===== src/rtl/banked_register_file_pkg.sv =====
// Shared definitions for the banked register file: bank indices, address-width
// helper and the swap-handshake state encoding.
package banked_register_file_pkg;

    localparam logic BANK_MAIN   = 1'b0;
    localparam logic BANK_SHADOW = 1'b1;

    function automatic int addr_width(input int n);
        int w;
        w = 0;
        while ((1 << w) < n) begin
            w++;
        end
        return (w < 1) ? 1 : w;
    endfunction

    typedef enum logic {
        SWAP_ARMED,
        SWAP_HELD
    } swap_state_e;

endpackage


===== src/rtl/banked_register_file_scoreboard.sv =====
// Per-register busy scoreboard: reserve sets, writeback clears, reserve wins a tie.
module banked_register_file_scoreboard
    import banked_register_file_pkg::*;
#(
    parameter int NUM_REGS  = 4,
    parameter int NUM_RD    = 2,
    parameter int AW        = 2,
    parameter int ZERO_REG0 = 0
) (
    input  logic                 clk_i,
    input  logic                 reset_ni,
    input  logic                 wr_en_i,
    input  logic [AW-1:0]        wr_addr_i,
    input  logic                 rsv_en_i,
    input  logic [AW-1:0]        rsv_addr_i,
    input  logic [NUM_RD*AW-1:0] rd_addr_i,
    output logic [NUM_RD-1:0]    rd_busy_o,
    output logic                 any_busy_o
);

    logic [NUM_REGS-1:0] busy_q;
    logic [NUM_REGS-1:0] busy_d;

    always_comb begin
        busy_d = busy_q;
        for (int r = 0; r < NUM_REGS; r++) begin
            if ((ZERO_REG0 == 0) || (r != 0)) begin
                if (wr_en_i && (wr_addr_i == AW'(r))) begin
                    busy_d[r] = 1'b0;
                end
                // Applied after the clear so a same-cycle reserve leaves the register busy.
                if (rsv_en_i && (rsv_addr_i == AW'(r))) begin
                    busy_d[r] = 1'b1;
                end
            end
        end
    end

    always_ff @(posedge clk_i or negedge reset_ni) begin
        if (!reset_ni) begin
            busy_q <= '0;
        end else begin
            busy_q <= busy_d;
        end
    end

    assign any_busy_o = |busy_q;

    for (genvar k = 0; k < NUM_RD; k++) begin : g_rd_busy
        assign rd_busy_o[k] = busy_q[rd_addr_i[k*AW +: AW]];
    end

endmodule


===== src/rtl/banked_register_file.sv =====
// Two-bank CPU register file with combinational read ports, optional write
// bypass, load scoreboard and an interrupt-driven bank-swap handshake.
module banked_register_file
    import banked_register_file_pkg::*;
#(
    parameter int DATA_W    = 16,
    parameter int NUM_REGS  = 4,
    parameter int NUM_RD    = 2,
    parameter int BYPASS    = 1,
    parameter int ZERO_REG0 = 0,
    localparam int AW       = addr_width(NUM_REGS)
) (
    input  logic                     clk_i,
    input  logic                     reset_ni,
    input  logic [NUM_RD*AW-1:0]     rd_addr_i,
    output logic [NUM_RD*DATA_W-1:0] rd_data_o,
    output logic [NUM_RD-1:0]        rd_busy_o,
    input  logic                     wr_en_i,
    input  logic [AW-1:0]            wr_addr_i,
    input  logic [DATA_W-1:0]        wr_data_i,
    input  logic                     rsv_en_i,
    input  logic [AW-1:0]            rsv_addr_i,
    input  logic                     swap_req_i,
    output logic                     swap_ack_o,
    output logic                     active_bank_o,
    output logic                     any_busy_o
);

    logic [DATA_W-1:0] mem_q [2*NUM_REGS];
    swap_state_e       state_q, state_d;
    logic              bank_q, bank_d;
    logic              ack_q;
    logic              swap_accept;
    logic              any_busy;
    logic              wr_ok;

    banked_register_file_scoreboard #(
        .NUM_REGS  (NUM_REGS),
        .NUM_RD    (NUM_RD),
        .AW        (AW),
        .ZERO_REG0 (ZERO_REG0)
    ) u_scoreboard (
        .clk_i      (clk_i),
        .reset_ni   (reset_ni),
        .wr_en_i    (wr_en_i),
        .wr_addr_i  (wr_addr_i),
        .rsv_en_i   (rsv_en_i),
        .rsv_addr_i (rsv_addr_i),
        .rd_addr_i  (rd_addr_i),
        .rd_busy_o  (rd_busy_o),
        .any_busy_o (any_busy)
    );

    assign wr_ok = wr_en_i && !((ZERO_REG0 != 0) && (wr_addr_i == '0));

    // HELD keeps a still-asserted request from triggering a second swap.
    always_comb begin
        state_d     = state_q;
        bank_d      = bank_q;
        swap_accept = 1'b0;
        case (state_q)
            SWAP_ARMED: begin
                if (swap_req_i && !any_busy && !rsv_en_i) begin
                    swap_accept = 1'b1;
                    state_d     = SWAP_HELD;
                    bank_d      = (bank_q == BANK_MAIN) ? BANK_SHADOW : BANK_MAIN;
                end
            end
            SWAP_HELD: begin
                if (!swap_req_i) begin
                    state_d = SWAP_ARMED;
                end
            end
            default: state_d = SWAP_ARMED;
        endcase
    end

    always_ff @(posedge clk_i or negedge reset_ni) begin
        if (!reset_ni) begin
            state_q <= SWAP_ARMED;
            bank_q  <= BANK_MAIN;
            ack_q   <= 1'b0;
        end else begin
            state_q <= state_d;
            bank_q  <= bank_d;
            ack_q   <= swap_accept;
        end
    end

    // The write uses the pre-edge bank, so a write in the swap cycle lands in the old bank.
    always_ff @(posedge clk_i or negedge reset_ni) begin
        if (!reset_ni) begin
            for (int i = 0; i < 2*NUM_REGS; i++) begin
                mem_q[i] <= '0;
            end
        end else if (wr_ok) begin
            mem_q[{bank_q, wr_addr_i}] <= wr_data_i;
        end
    end

    for (genvar k = 0; k < NUM_RD; k++) begin : g_rd
        logic [AW-1:0]     addr;
        logic [DATA_W-1:0] data;

        always_comb begin
            addr = rd_addr_i[k*AW +: AW];
            data = mem_q[{bank_q, addr}];
            if ((BYPASS != 0) && wr_en_i && (wr_addr_i == addr)) begin
                data = wr_data_i;
            end
            if ((ZERO_REG0 != 0) && (addr == '0)) begin
                data = '0;
            end
        end

        assign rd_data_o[k*DATA_W +: DATA_W] = data;
    end

    assign swap_ack_o    = ack_q;
    assign active_bank_o = bank_q;
    assign any_busy_o    = any_busy;

endmodule


===== config.mk =====
export PLATFORM = sky130hd
export DESIGN_NAME = banked_register_file
export DESIGN_NICKNAME = d
export VERILOG_FILES = /design/src/rtl/banked_register_file_pkg.sv /design/src/rtl/banked_register_file_scoreboard.sv /design/src/rtl/banked_register_file.sv
export SDC_FILE = /design/constraint.sdc
export NUM_CORES = 1
export LEC_CHECK = 0
export CELL_PAD_IN_SITES_DETAIL_PLACEMENT = 1
export CELL_PAD_IN_SITES_GLOBAL_PLACEMENT = 1
export CORE_ASPECT_RATIO = 0.5
export CORE_MARGIN = 10
export CORE_UTILIZATION = 39
export DETAILED_ROUTE_END_ITERATION = 7
export PLACE_DENSITY = 0.67
export SLEW_MARGIN = 20
export SYNTH_ARGS = -nofsm -noshare
export SYNTH_HDL_FRONTEND = slang
export SYNTH_SLANG_ARGS = --single-unit

===== constraint.sdc =====
create_clock -name clk_i -period 1.7 [get_ports clk_i]
set_input_delay 0.34 -clock clk_i [delete_from_list [all_inputs] [get_ports clk_i]]
set_output_delay 0.34 -clock clk_i [all_outputs]
set_load 0.01 [all_outputs]

[After elaboration in Yosys (flattened, before gate mapping)]
Cells that the tools add are included.
Word-level totals
  flip-flop bits (word level): 135
  word-level logic and storage cells: 84
Cells by class
  $lt $le $gt $ge: 6
  equality and inequality tests: 8
  muxes and demuxes: 28
  bitwise logic cells: 4
  reduce and logical (&&, ||, !) cells: 23
Operators by type and width (count)
  bitwise mux 128 bit: 1
  two-way mux 16 bit: 7
  binary-select mux 16 bit (select 3 bit): 2
  demux 16 bit (select 3 bit): 1
  two-way mux 1 bit: 14
  logical AND 1 bit: 13
  >= comparator 4 bit (second input constant): 3
  inverter 3 -> 4 bit: 3
  equality test 2 bit (second input constant): 4
  nonzero test 2 bit: 4
  < comparator 2 x 3 -> 1 bit (second input constant): 2
  binary-select mux 1 bit (select 2 bit): 2
  equality test 2 x 1 -> 1 bit (second input constant): 2
  equality test 2 bit: 2
  zero test 2 bit: 2
  < comparator 4 x 1 -> 1 bit (second input constant): 1
  OR reduction 4 bit: 1
  zero test 1 bit: 2
  case mux 1 bit (2 select lines): 1
  AND reduction 2 bit: 1
  inverter 1 bit: 1

[Logic depth before layout (Yosys ltp)]
Gate-level depths: netlist of the first run.
  depth in word-level cells: 6
  mapped depth: 6
  mapped depth without buffers: 3

[Cells and area by module]
A second synthesis of the first run with hierarchy kept.
Second synthesis, totals
  cell total of the unflattened synthesis: 626
  area, all modules: 8122.8 sq um
By module, submodules not included
  banked_register_file: times used 1, cells an instance 608, area an instance 7886.3 sq um, sequential area each 3278.1 sq um
  banked_register_file_scoreboard: times used 1, cells an instance 18, area an instance 236.5 sq um, sequential area each 100.1 sq um

[Worst setup path before layout of the first run]
No wires, ideal clock.
  path type: reg2out
  start: register bank_q (netlist: active_bank_o)
  end: output port rd_data_o[16]
  arrival: 1.574 ns
  data required time: 1.360 ns
  path slack: -0.214 ns
  cell stages (with the launch flop): 6
  path buffers: 2
  cells stage by stage: dfrtp_1 buf_4 nand2_1 clkbuf_1 o22ai_1 o31ai_1
Between the ends
  longest elaborated chain between the ends: 5
Ends and longest elaborated chain
  start, declared: RTL line banked_register_file.sv:31  | logic bank_q, bank_d;
  start signal, assigned: RTL line banked_register_file.sv:85  | bank_q <= bank_d;
  inverter 3 -> 4 bit (implied by the code): RTL line banked_register_file.sv:107  | data = mem_q[{bank_q, addr}];
  binary-select mux 16 bit (select 3 bit): RTL line banked_register_file.sv:107
  two-way mux 16 bit (implied by the code) (2 in series): RTL line banked_register_file.sv:107
  two-way mux 16 bit: RTL line banked_register_file.sv:108  | if ((BYPASS != 0) && wr_en_i && (wr_addr_i == addr)) begin
  end, declared: RTL line banked_register_file.sv:16  | output logic [NUM_RD*DATA_W-1:0] rd_data_o,
No other way between the ends. The select of a mux whose other input is x is not followed.

[Worst setup path in the final report of the first run]
  start: register bank_q (netlist: active_bank_o)
  end: output port rd_data_o[26]
The elaborated chain is that of the path after synthesis.

==> run_results.csv, run 1 <==
group,metric,value,unit
die,fp-row-count,36,
grt,grt_overflow,0,
route,via_per_inst,5.91,
min_path,hold_path_class,"primary input to asynchronous set/reset pin",
route,wire_per_inst,27.4,um
clock_tree,tritoncts,"built",
route,antenna_left,0,
clock_tree,clk_pin_slew,60,ps
run,maxCapViolations,0,
cells_and_area,synthToLayoutAreaGrowth,40.4,%
die,pin_count,66,
logic_synthesis,avgSynthCellArea,12.4,um2
placement,preCtsSetupSlack,-1130,ps
clock_tree,root_buffer,"clkbuf_16",
grt,grt_pass1_wl,41500,um
logic_synthesis,synth_top_family_by_area,"multiplexers",
placement,dp.cells,979,
grt,grt_max_degree,51,
critical_path,reg2reg_slack,40,ps
status,violations,"setup timing",
logic_synthesis,synth-async-reset-ratio,100,%
clock_tree,cts_buffer_depth,2,
cells_and_area,fin_nets,776,
timing,worstMarginPinSlew,569,ps
clock_tree,htree_levels,4,
placement,dp_hpwl,18500,um
logic_synthesis,ys.flop_type,"dfrtp_1",
cells_and_area,stdcell_area,0.0110,mm2
status,status,"finished, violations left",
clock_tree,numClockSinks,135,
placement,gp_congestion,0.879,
die,core,0.0195,mm2
die,die_w,220,um
logic_synthesis,synth_cells,628,
timing,finalSetupViolCount,35,
logic_synthesis,netlist_area,0.00782,mm2
critical_path,path_class,"flop to output port",
die,dieArea,0.0264,mm2
placement,numPortBuffers,65,
pwr,total_power,0.0188,W
timing,setup_ws,-518,ps
pwr,ir_worst_vdd,763,uV
die,start_util,40.0,%
route,wl,28100,um
logic_synthesis,yosysWarnings,0,
cells_and_area,fin_cells,1026,
cells_and_area,nFillCells,1919,
pwr,powerDensity,1720,mW/mm2
logic_synthesis,synth_cell_type_count,34,
grt,grt_pass1_vias,6487,
logic_synthesis,synth_compound_area_share,9.75,%
route,drt_iter0_drc,415,
logic_synthesis,yosysTopAreaCellShare,43.2,%
logic_synthesis,ys_seq_area_share,43.2,%
route,dr_total_vias,6068,
critical_path,reg2reg_from,"active_bank_o",
grt,antenna_found_initial,0,
clock_tree,worstSkewPairLatency,430,ps
placement,post_dp_cell_area,0.00984,mm2
timing,post-route-period-util,130,%
logic_synthesis,muxShareOfSynthArea,36.4,%
logic_synthesis,yosysTopAreaCell,"dfrtp_1",
logic_synthesis,synth_xor_area_share,0.560,%
logic_synthesis,syn-num-nets,657,
critical_path,crit_required,1360,ps
logic_synthesis,synth_fa_ha_area_share,0,%
logic_synthesis,synth_edf_count,0,
critical_path,reg2regPathDepth,6,
timing,fin_skew,7.03,ps
timing,finalHoldViolCount,0,
timing,period_needed,2220,ps
timing,final_max_slew_viol_count,0,
grt,grt.total_usage,20.9,%
cells_and_area,n_antenna_cell,0,
logic_synthesis,synth_seq_cells,135,
logic_synthesis,synth_area_leaders,"dfrtp_1 43%, mux2_2 28%, mux2i_1 8.2%, a22o_1 3.6%, o31ai_1 3.1%",
critical_path,crit_path_start_kind,"flop",
timing,slew_headroom,62.1,%
critical_path,cp_max_fo,5,
timing,rsz0062_at_grt,"true",
cells_and_area,fin_util,56.1,%
critical_path,reg2reg_to,"mem_q[50]",
cells_and_area,drive_gt1_share,59.9,%
logic_synthesis,synth_simple_gate_area_share,5.76,%
clock_tree,cts_buffers,17,
pwr,leakagePower,4.70,nW
critical_path,cp-end-kind,"output port",
route,remaining_drc_errors,0,
die,die_h,120,um
timing,max_freq,451,MHz
critical_path,crit_arrival,1880,ps
route,dr.pass1.iters,5,
worst max path at each step:
stage / start / endpoint / slack, ps
after floorplan: wr_addr_i[1] / rd_data_o[16] / -20
after global placement: wr_addr_i[1] / rd_data_o[26] / -1070
after detailed placement: wr_addr_i[1] / rd_data_o[22] / -1130
after CTS: active_bank_o / rd_data_o[29] / -540
after global routing: active_bank_o / rd_data_o[26] / -560
final: active_bank_o / rd_data_o[26] / -520
Yosys cell counts (2+ instances only):
library cell and count:
nand4_1 32, nor2_1 3, buf_1 18, nand2b_1 3, buf_4 13, dfrtp_1 135
mux2_2 192, xnor2_1 4, nor2b_1 3, nor3b_4 2, mux2i_1 64, o22ai_1 32
o31ai_1 32, buf_2 12, and3_1 2, clkbuf_1 19, buf_6 3, a22o_1 32
mux4_2 2, nand4b_2 2, o21ai_0 5, nand2_1 6
layout make-up:
class,count,area (um2),share of cell area [%]
Multi-Input combinational cell,427,4880,44.4
Clock inverter,10,128,1.16
Clock buffer,22,454,4.14
Tap cell,266,333,3.03
Timing Repair Buffer,165,1800,16.4
Inverter,1,3.75,0.0342
Sequential cell,135,3380,30.8
power breakdown:
group | total, W | switching (W) | internal [W] | leakage (nW)
combinational | 0.00905 | 0.00420 | 0.00485 | 2.80
sequential | 0.00602 | 0.00123 | 0.00480 | 1.62
clock | 0.00375 | 0.00142 | 0.00233 | 0.287
total | 0.0188 | 0.00685 | 0.0120 | 4.70
cell usage in the layout, fill, tap and decap left out, types with 3 or more instances in the layout:
master / instances
a22o_1: 19
a22o_4: 13
buf_12: 30
buf_2: 29
buf_4: 52
buf_6: 21
bufinv_16: 3
clkbuf_1: 4
clkbuf_16: 21
clkdlybuf4s50_1: 20
clkinv_2: 6
dfrtp_1: 134
dlygate4sd2_1: 4
mux2_2: 192
mux2i_1: 64
nand2_1: 5
nand2b_4: 3
nand4_1: 32
o21ai_0: 5
o22ai_1: 7
o22ai_2: 20
o22ai_4: 5
o31ai_2: 10
o31ai_4: 22
metal layers:
metal | vias up | global-route usage (%) | wire length [um]
li1 | 2650 | - | -
met1 | 3274 | 27.2 | 13000
met2 | 129 | 33.7 | 13500
met3 | 15 | 5.59 | 1360
met4 | 0 | 4.93 | 246
met5 | - | 0 | 0
logic make-up (layout without fill, tap and decap cells):
family                    after synthesis  in the layout
AOI/OAI and AO/OA                     103            103
DFF                                   135            135
buffers and inverters                  66            198
and+or+nand+nor                        61             61
muxes                                 258            258
xor gates and xnor gates                5              5
through the flow:
stage	hold slack, ps	TNS [ps]
detailed placement	337	-96440
global route	476	-17810
global placement	327	-93610
finish	439	-15730
CTS	438	-16600
floorplan	44.4	-230
sequential cells by signal, indices dropped and copies added, names as in the netlist:
name / count
mem_q: 128
u_scoreboard.busy_q: 4
active_bank_o: 1
state_q: 1
swap_ack_o: 1
critical path, cell delays in order (launching register included):
cell and delay, ps:
dfrtp_2 430, buf_12 150, nand2b_4 120, clkbuf_16 190
o22ai_4 80, o31ai_4 280, buf_2 190
what timing repair did:
action / in CTS / in global routing
pin swaps: 20 / 21
cloned: 3 / 3
gates resized for setup: 212 / 36
buffers inserted: 6 / 2
hold buffers: 1 / 0
hold endpoints to repair: 45 / 0
setup endpoints to repair: 116 / 46
No activity file was read; power rests on OpenSTA's default activity.
==> inputs of run 2 (changes only) <==
- SLEW_MARGIN: 20 -> default
==> results of run 2 <==
No change in the layout: final DEF, timing and power equal those of run 1.
==> inputs of run 3 (changes only) <==
- CORE_ASPECT_RATIO: 0.5 -> 1.2
- SYNTH_HIERARCHICAL: default -> 1
- TNS_END_PERCENT: default -> 5
==> run_results.csv, run 3 <==
group,metric,value,unit
status,status,"finished, violations left",
status,violations,"setup timing",
timing,max_freq,447,MHz
logic_synthesis,yosysTopAreaCellShare,41.6,%
critical_path,path_delay_family,"compound AO/OA/AOI/OAI gates",
route,remaining_drc_errors,0,
critical_path,crit_path_start_kind,"flop",
logic_synthesis,synth_most_common_cell,"mux2_2",
critical_path,startpoint,"active_bank_o",
logic_synthesis,synth_seq_cells,135,
logic_synthesis,synth_xor_area_share,1.19,%
cells_and_area,final_cell_mix,"164 x mux2_2, 134 x dfrtp_1, 64 x mux2i_1, 46 x buf_4, 35 x buf_12",
logic_synthesis,synth_area_leaders,"dfrtp_1 42%, mux2_2 23%, mux2i_1 7.9%, mux2_1 3.9%, a22o_1 3.5%",
timing,fin_skew,4.57,ps
route,dr_total_vias,5969,
logic_synthesis,syn-num-nets,655,
cells_and_area,drive_gt1_share,54.4,%
timing,final.setup.tns,-15990,ps
grt,grt_overflow,0,
grt,antenna_found_initial,0,
logic_synthesis,ys_seq_area_share,41.6,%
logic_synthesis,synth_simple_gate_area_share,6.02,%
logic_synthesis,yosysTopAreaCell,"dfrtp_1",
cells_and_area,synthToLayoutAreaGrowth,33.1,%
cells_and_area,stdcell_area,0.0108,mm2
logic_synthesis,synth_cell_type_count,40,
logic_synthesis,synth_fa_ha_area_share,0,%
logic_synthesis,synth_compound_area_share,10.6,%
pwr,ir_worst_vdd,864,uV
logic_synthesis,netlist_area,0.00812,mm2
logic_synthesis,synth_cells,626,
clock_tree,tritoncts,"built",
critical_path,reg2reg_from,"u_scoreboard/busy_q[3]",
critical_path,cpPeakStageDelay,390,ps
clock_tree,worstSkewPairLatency,430,ps
die,die_w,152,um
route,dr.pass1.iters,4,
grt,grt.total_usage,20.4,%
pwr,powerDensity,1680,mW/mm2
grt,grt_pass1_vias,6634,
die,die_h,178,um
cells_and_area,layout_commonest_cell,"mux2_2",
route,wl,27000,um
route,antenna_left,0,
pwr,leakagePower,4.63,nW
placement,preCtsSetupSlack,-1120,ps
route,wire_per_inst,26.4,um
die,dieArea,0.0270,mm2
critical_path,cp-end-kind,"output port",
logic_synthesis,muxShareOfSynthArea,35.2,%
clock_tree,cts_buffers,17,
timing,post-route-period-util,131,%
timing,worstMarginPinSlew,390,ps
cells_and_area,fin_nets,770,
clock_tree,htree_levels,4,
critical_path,crit_arrival,1900,ps
timing,period_needed,2240,ps
timing,setup_ws,-535,ps
placement,post_dp_cell_area,0.00992,mm2
timing,finalSetupViolCount,35,
die,core,0.0204,mm2
logic_synthesis,ys_top_cells_by_count,"164 x mux2_2, 135 x dfrtp_1, 64 x mux2i_1",
logic_synthesis,yosysWarnings,6,
timing,slew_headroom,73.9,%
critical_path,crit_required,1360,ps
route,via_per_inst,5.86,
cells_and_area,nFillCells,2057,
logic_synthesis,synth_top_family_by_area,"multiplexers",
critical_path,cp.buffers_inverters,3,
cells_and_area,n_antenna_cell,0,
placement,dp_hpwl,18600,um
cells_and_area,top_regs,"mem_q: 128 flops, u_scoreboard/busy_q: 4 flops",
logic_synthesis,synth-async-reset-ratio,100,%
critical_path,crit_path_frequent_cell,"buf_12",
logic_synthesis,synth_edf_count,0,
critical_path,path_class,"flop to output port",
route,drt_iter0_drc,385,
die,start_util,39.8,%
logic_synthesis,avgSynthCellArea,13.0,um2
cells_and_area,largest_reg_flops,128,
timing,rsz0062_at_grt,"true",
clock_tree,numClockSinks,135,
clock_tree,clk_pin_slew,60,ps
clock_tree,root_buffer,"clkbuf_16",
cells_and_area,top_register,"mem_q",
critical_path,crit_chain,"buf_12 > nor2_1 > buf_12 > a22o_4 > o31ai_4 > buf_2",
grt,grt_max_degree,64,
logic_synthesis,ys.flop_type,"dfrtp_1",
grt,grt_pass1_wl,41700,um
timing,final_max_slew_viol_count,0,
critical_path,cp_slowest_cell,"dfrtp_2",
die,fp-row-count,57,
clock_tree,cts_buffer_depth,2,
critical_path,cp_max_fo,16,
placement,numPortBuffers,65,
die,pin_count,66,
placement,gp_congestion,0.851,
timing,finalHoldViolCount,0,
run,maxCapViolations,0,
min_path,hold_path_class,"primary input to asynchronous set/reset pin",
run 3: cell types whose count changed after synthesis, sizes merged, moves of 2 or more:
cell,before,now
o21ai,5,0
nand2,6,3
a32o,0,2
buf,46,48
clkbuf,19,17
nand3b,0,2
run 3: report_power, final:
group          leakage, nW  total [W]  switching [W]  internal [W]
combinational         2.75    0.00854        0.00393       0.00461
sequential            1.61    0.00603        0.00124       0.00480
clock                0.272    0.00359        0.00152       0.00207
run 3: cell families (layout without fill, tap and decap cells):
| logic type | count (synthesis) | after routing |
|---|---|---|
| buffers and inverters | 67 | 195 |
| AOI/OAI and AO/OA | 101 | 101 |
| DFF | 135 | 135 |
| xor gates and xnor gates | 5 | 5 |
| muxes | 258 | 258 |
| and+or+nand+nor | 60 | 60 |
run 3: final timing paths:
path,endpoint,slack (ps),cells past startpoint
setup / recovery,rd_data_o[22],-540,6
hold / removal,state_q,370,2
setup reg to reg,active_bank_o,30,5
hold reg to reg,mem_q[110],510,1
max in group asynchronous,mem_q[91],640,3
min in group clk_i,state_q,500,2
run 3: final cells by class:
type	count	area, um2	share of cell area, %
Clock buffer	19	443	4.10
Clock inverter	13	123	1.13
Inverter	2	7.51	0.0694
Multi-Input combinational cell	424	4810	44.5
Sequential cell	135	3380	31.3
Tap cell	265	332	3.07
Timing Repair Buffer	161	1720	15.9
run 3: per-layer routing:
layer | track usage [%] | share of wire [%]
met2 | 35.2 | 52
met4 | 6.60 | 2.1
met3 | 3.19 | 3.4
met5 | 0 | 0
met1 | 25.4 | 42
run 3: repair_timing:
action,in CTS,in global routing
hold buffers,1,0
endpoints found under the setup margin,95,37
endpoints found under the hold margin,20,0
buffers inserted,8,0
pin swaps,16,4
gates resized for setup,227,6
run 3: per-stage QoR:
step                      hold slack, ps  cells  utilization, %  power (W)
after floorplan                     44.4    626               -     0.0108
after global placement               262    978            48.6     0.0138
after detailed placement             274    978            48.6     0.0142
after CTS                            362   1019            52.8     0.0181
after global routing                 412   1019            53.0     0.0191
final                                375   1019            53.0     0.0182
==> RTL change 1 (settings of run 1) <==
`NUM_REGS` is set to 4 in 2 places; all go to 8.
--- a/src/rtl/banked_register_file_scoreboard.sv
+++ b/src/rtl/banked_register_file_scoreboard.sv
@@ -2,7 +2,7 @@
 module banked_register_file_scoreboard
     import banked_register_file_pkg::*;
 #(
-    parameter int NUM_REGS  = 4,
+    parameter int NUM_REGS  = 8,
     parameter int NUM_RD    = 2,
     parameter int AW        = 2,
     parameter int ZERO_REG0 = 0
--- a/src/rtl/banked_register_file.sv
+++ b/src/rtl/banked_register_file.sv
@@ -4,7 +4,7 @@
     import banked_register_file_pkg::*;
 #(
     parameter int DATA_W    = 16,
-    parameter int NUM_REGS  = 4,
+    parameter int NUM_REGS  = 8,
     parameter int NUM_RD    = 2,
     parameter int BYPASS    = 1,
     parameter int ZERO_REG0 = 0,
Ports: changed (resized rd_addr_i, rsv_addr_i and wr_addr_i); port bits go from 66 to 70. The function was not compared with the original's and may differ.
==> RTL change 1 against run 1 <==
  * The flow still finishes with violations (negative setup slack)
  * Register-to-register slack lost 0.45 ns
  * Synthesized area increased by 89%
  * Sequential power is 81% higher
  * Sequential cell count is 132 higher
  * Final area grew 89%
  * Critical endpoint is now rd_data_o[15]
  * Wire length grew 110%
  * Largest power group unchanged
  * Global-route usage is 4.2 points higher
  * Worst setup slack lost 0.70 ns
  * Non-clock buffer count grew 271
  * Clock power increased by 76%
  * Total power up 72%
  * Combinational power up 65%
  * Hold slack lost 0.17 ns
==> RTL change 1: results (changes against run 1) <==
| Metric | Value |
|---|---|
| Crit-path slowest cell | `dfrtp_4 (was dfrtp_2)` |
| Sequential share of the synthesized area | `45.27% (was 43.22%)` |
| Biggest regs | `mem_q x256, u_scoreboard.busy_q x8 (was mem_q x128, u_scoreboard.busy_q x4)` |
| Ranking of synthesized cells by area | `dfrtp_1 45%, mux2_2 24%, mux4_2 12% (was dfrtp_1 43%, mux2_2 28%, mux2i_1 8.2%)` |
| Failing checks | `negative setup slack (unchanged)` |
| Synth top cells by count | `308 x mux2_2, 267 x dfrtp_1, 79 x mux4_2 (was 192 x mux2_2, 135 x dfrtp_1, 64 x mux2i_1)` |
| Crit path arrival time | `2.58 ns (was 1.88 ns)` |
| Multi-input gate area | `0.008220 sq mm (was 0.004877 sq mm)` |
| Non-clk buf share | `20.26% (was 16.40%)` |
| Buffers excl. clock | `436 (was 165)` |
| Cts repair resizes | `268 (was 212)` |
| Pin count of the biggest net entering global routing | `49 (was 51)` |
| Mapped Area | `0.01476 sq mm (was 0.007816 sq mm)` |
| Comb pwr share | `45.9% (was 48.1%)` |
| Inverter count | `2 (was 1)` |
| GRT Total Usage | `25.08% (was 20.86%)` |
| Reg2Reg Setup Slack | `-0.41 ns (was 0.04 ns)` |
| Syn-to-layout area delta | `40.21% (was 40.42%)` |
| Peak supply drop | `603.0 uV (was 762.9 uV)` |
| Clock-cell share | `4.680% (was 5.301%)` |
| Seq area share | `32.31% (was 30.79%)` |
| Post-CTS Setup Inserts | `24 (was 6)` |
| WL met3 | `4706 um (was 1356 um)` |
| Clkbuf count | `41 (was 22)` |
| DRC marker count from the first detailed-route iteration | `907 (was 415)` |
| Worst-case clock buffer depth | `3 (was 2)` |
| Crit-path max cell delay | `0.58 ns (was 0.43 ns)` |
| CP max FO | `8 (was 5)` |
| HPWL Detailed | `36210 um (was 18460 um)` |
| Non-Filler Instances | `1942 (was 1026)` |
| Overall power | `32.41 mW (was 18.83 mW)` |
| Setup violators final | `293 (was 35)` |
| Mapped Nets | `1094 (was 657)` |
| Leakage | `9.368 nW (was 4.704 nW)` |
| Multi-input logic cell count | `694 (was 427)` |
| Sum Neg Setup Slack | `-90.08 ns (was -15.73 ns)` |
| Dpl cell area | `0.01875 sq mm (was 0.009842 sq mm)` |
| Layout cells sized above 1 | `61.46% (was 59.87%)` |
| Metal2 WL | `27740 um (was 13490 um)` |
| Final worst setup slack | `-1.222 ns (was -0.5182 ns)` |
| Initial antenna violation count | `1 (was 0)` |
| Power Internal | `21.83 mW (was 11.97 mW)` |
| Metal1 wirelength | `23930 um (was 13040 um)` |
| Synthesized area per cell | `13.91 sq um (was 12.45 sq um)` |
| Status | `finished, violations left (unchanged)` |
| Post-place setup slack | `-1.378 ns (was -1.133 ns)` |
| Sequential cells | `267 (was 135)` |
-- RTL change 1: worst paths after layout --
check,endpoint,cells after the start,from
setup / recovery,rd_data_o[15],7,active_bank_o$_DFFE_PN0P_
hold / removal,mem_q[104]$_DFFE_PN0P_,2,reset_ni
setup reg to reg,mem_q[191]$_DFFE_PN0P_,8,active_bank_o$_DFFE_PN0P_
hold reg to reg,state_q$_DFF_PN0_,2,state_q$_DFF_PN0_
max in group asynchronous,mem_q[202]$_DFFE_PN0P_,3,reset_ni
min in group clk_i,state_q$_DFF_PN0_,3,swap_req_i
-- RTL change 1: logic make-up (layout without fill, tap and decap cells) --
family                 count (synthesis)  count (layout)  synth area share, %
multiplexers                         461             461                40.58
flip-flops                           267             267                45.27
AO/OA/AOI/OAI                        129             129                6.605
buffers and inverters                100             487                3.485
AND/OR/NAND/NOR                       97              97                3.646
XOR/XNOR                               7               7               0.4154
==> RTL change 2 (config.mk and constraints of run 1) <==
Without the edit above. Make the reset (`reset_ni`) synchronous in 3 clocked blocks.
--- a/src/rtl/banked_register_file_scoreboard.sv
+++ b/src/rtl/banked_register_file_scoreboard.sv
@@ -36,7 +36,7 @@
         end
     end
 
-    always_ff @(posedge clk_i or negedge reset_ni) begin
+    always_ff @(posedge clk_i) begin
         if (!reset_ni) begin
             busy_q <= '0;
         end else begin
--- a/src/rtl/banked_register_file.sv
+++ b/src/rtl/banked_register_file.sv
@@ -75,7 +75,7 @@
         endcase
     end
 
-    always_ff @(posedge clk_i or negedge reset_ni) begin
+    always_ff @(posedge clk_i) begin
         if (!reset_ni) begin
             state_q <= SWAP_ARMED;
             bank_q  <= BANK_MAIN;
@@ -88,7 +88,7 @@
     end
 
     // The write uses the pre-edge bank, so a write in the swap cycle lands in the old bank.
-    always_ff @(posedge clk_i or negedge reset_ni) begin
+    always_ff @(posedge clk_i) begin
         if (!reset_ni) begin
             for (int i = 0; i < 2*NUM_REGS; i++) begin
                 mem_q[i] <= '0;
Check against the original RTL: differs if reset_ni is asserted again (counterexample within 4 cycles, from zero or initial values and one cycle with reset_ni low); with reset_ni held inactive, the same outputs for 4 cycles.
==> RTL change 2 against run 1 <==
  * The run still ends with negative setup slack left
  * Highest routed layer unchanged
  * Final area grew 2.3%
  * Critical path type unchanged
  * Worst setup slack gained 0.014 ns
  * Wire length shrank 0.11%
  * Sequential cell count is the same
  * Global-route usage shrank 0.12 points
  * Maximum frequency grew 0.64%
  * Synthesized area grew 1.7%
Power is not compared: it rests on default switching activity, and its combinational part moved more than twofold at a synthesized area within 25%.
==> RTL change 2: results (changes against run 1) <==
| Metric | Value |
|---|---|
| Status | `finished, violations left (unchanged)` |
| Failing checks | `negative setup slack (unchanged)` |
| GPL Wtd Cong | `0.9317 (was 0.8786)` |
| DRC marker count from the first detailed-route iteration | `420 (was 415)` |
| Dominant synthesized flop cell | `edfxtp_1 (was dfrtp_1)` |
| Vias in the first global route | `6439 (was 6487)` |
| Synth top cells by count | `128 x and2_1, 128 x edfxtp_1, 65 x mux2i_1 (was 192 x mux2_2, 135 x dfrtp_1, 64 x mux2i_1)` |
| Final worst setup slack | `-0.5041 ns (was -0.5182 ns)` |
| Synth unique cells | `37 (was 34)` |
| Sequential share of the synthesized area | `50.13% (was 43.22%)` |
| Dpl cell area | `0.009948 sq mm (was 0.009842 sq mm)` |
| Setup violators final | `35 (unchanged)` |
| HPWL Detailed | `18960 um (was 18460 um)` |
| Clock skew | `0.006926 ns (was 0.007032 ns)` |
| Post-synth ARST share | `0% (was 100.0%)` |
| Post-synth EDFFs | `128 (was 0)` |
| Layout cells sized above 1 | `43.11% (was 59.87%)` |
| Vias per cell | `5.739 (was 5.914)` |
| Slew @ Worst Pin | `0.5052 ns (was 0.5692 ns)` |
| Nets | `815 (was 776)` |
| Worst-case reg-to-reg path depth | `7 (was 6)` |
| Post-place setup slack | `-1.374 ns (was -1.133 ns)` |
| First-pass DRT Iterations | `4 (was 5)` |
| GRT Total Usage | `20.74% (was 20.86%)` |
| Ranking of synthesized cells by area | `edfxtp_1 48%, and2_1 10%, mux2_2 9.1% (was dfrtp_1 43%, mux2_2 28%, mux2i_1 8.2%)` |
| Worst Hold Class | `flop to flop (was primary input to async pin)` |
## RTL change 2: layout make-up
cell class	count	area, sq um
Clock buffer	17	425.4
Clock inverter	14	230.2
Fill cell	1926	8502
Multi-Input combinational cell	446	4333
Sequential cell	135	3994
Tap cell	266	332.8
Timing Repair Buffer	186	1912
## RTL change 2: through the flow
stage / setup TNS, ns / power [mW] / instances
final: -14.61 / 10.28 / 1064
after global routing: -16.43 / 10.60 / 1064
after CTS: -14.80 / 10.25 / 1063
after detailed placement: -169.18 / 5.984 / 1014
after global placement: -158.44 / 5.937 / 1014
after floorplan: -9.529 / 4.979 / 630
## RTL change 2: cell families (layout without fill, tap and decap cells)
family / count (synthesis) / count (layout) / synth area share (%)
buffers and inverters: 50 / 217 / 3.306
DFF: 135 / 135 / 50.13
AOI/OAI and AO/OA: 108 / 108 / 12.36
muxes: 131 / 131 / 17.82
xor gates and xnor gates: 4 / 4 / 0.7242
and+or+nand+nor: 202 / 203 / 15.66
## RTL change 2: critical path: stages (launching register included)
cell      delay, ns
dfxtp_4        0.39
buf_6          0.15
nand2b_4       0.12
buf_12         0.16
buf_12         0.14
o22ai_4        0.09
o31ai_4        0.21
buf_2          0.18
## RTL change 2: final timing paths
path / start / end / slack (ns)
worst max register to register: active_bank_o$_SDFFE_PN0P_ / mem_q[5][7]$_SDFFCE_PN0P_ / 0.03
worst max-delay path: active_bank_o$_SDFFE_PN0P_ / rd_data_o[7] / -0.50
worst min register to register: state_q$_SDFF_PN0_ / swap_ack_o$_SDFF_PP0_ / 0.48
worst min-delay path: state_q$_SDFF_PN0_ / swap_ack_o$_SDFF_PP0_ / 0.48
## RTL change 2: power by group through the flow
stage                     Sequential (mW)  Clock, mW  Combinational, mW
after global placement               3.93          0               2.01
after CTS                            3.88       4.19               2.18
after global routing                 3.90       4.36               2.34
after floorplan                      3.92          0               1.06
after detailed placement             3.95          0               2.04
final                                3.88       4.16               2.23
## RTL change 2: repair_timing
action	in CTS	in global routing
setup buffers	13	1
hold buffers	0	0
setup endpoints to repair	261	36
gates cloned	6	0
gates resized for setup	237	15
pin swaps	34	21
## RTL change 2: metal layers
layer,track usage [%],vias up,wire length (um)
li1,-,2752,-
met1,27.59,3147,13030
met2,33.16,185,12960
met3,5.772,22,1794
met4,4.267,0,316
met5,0,-,0
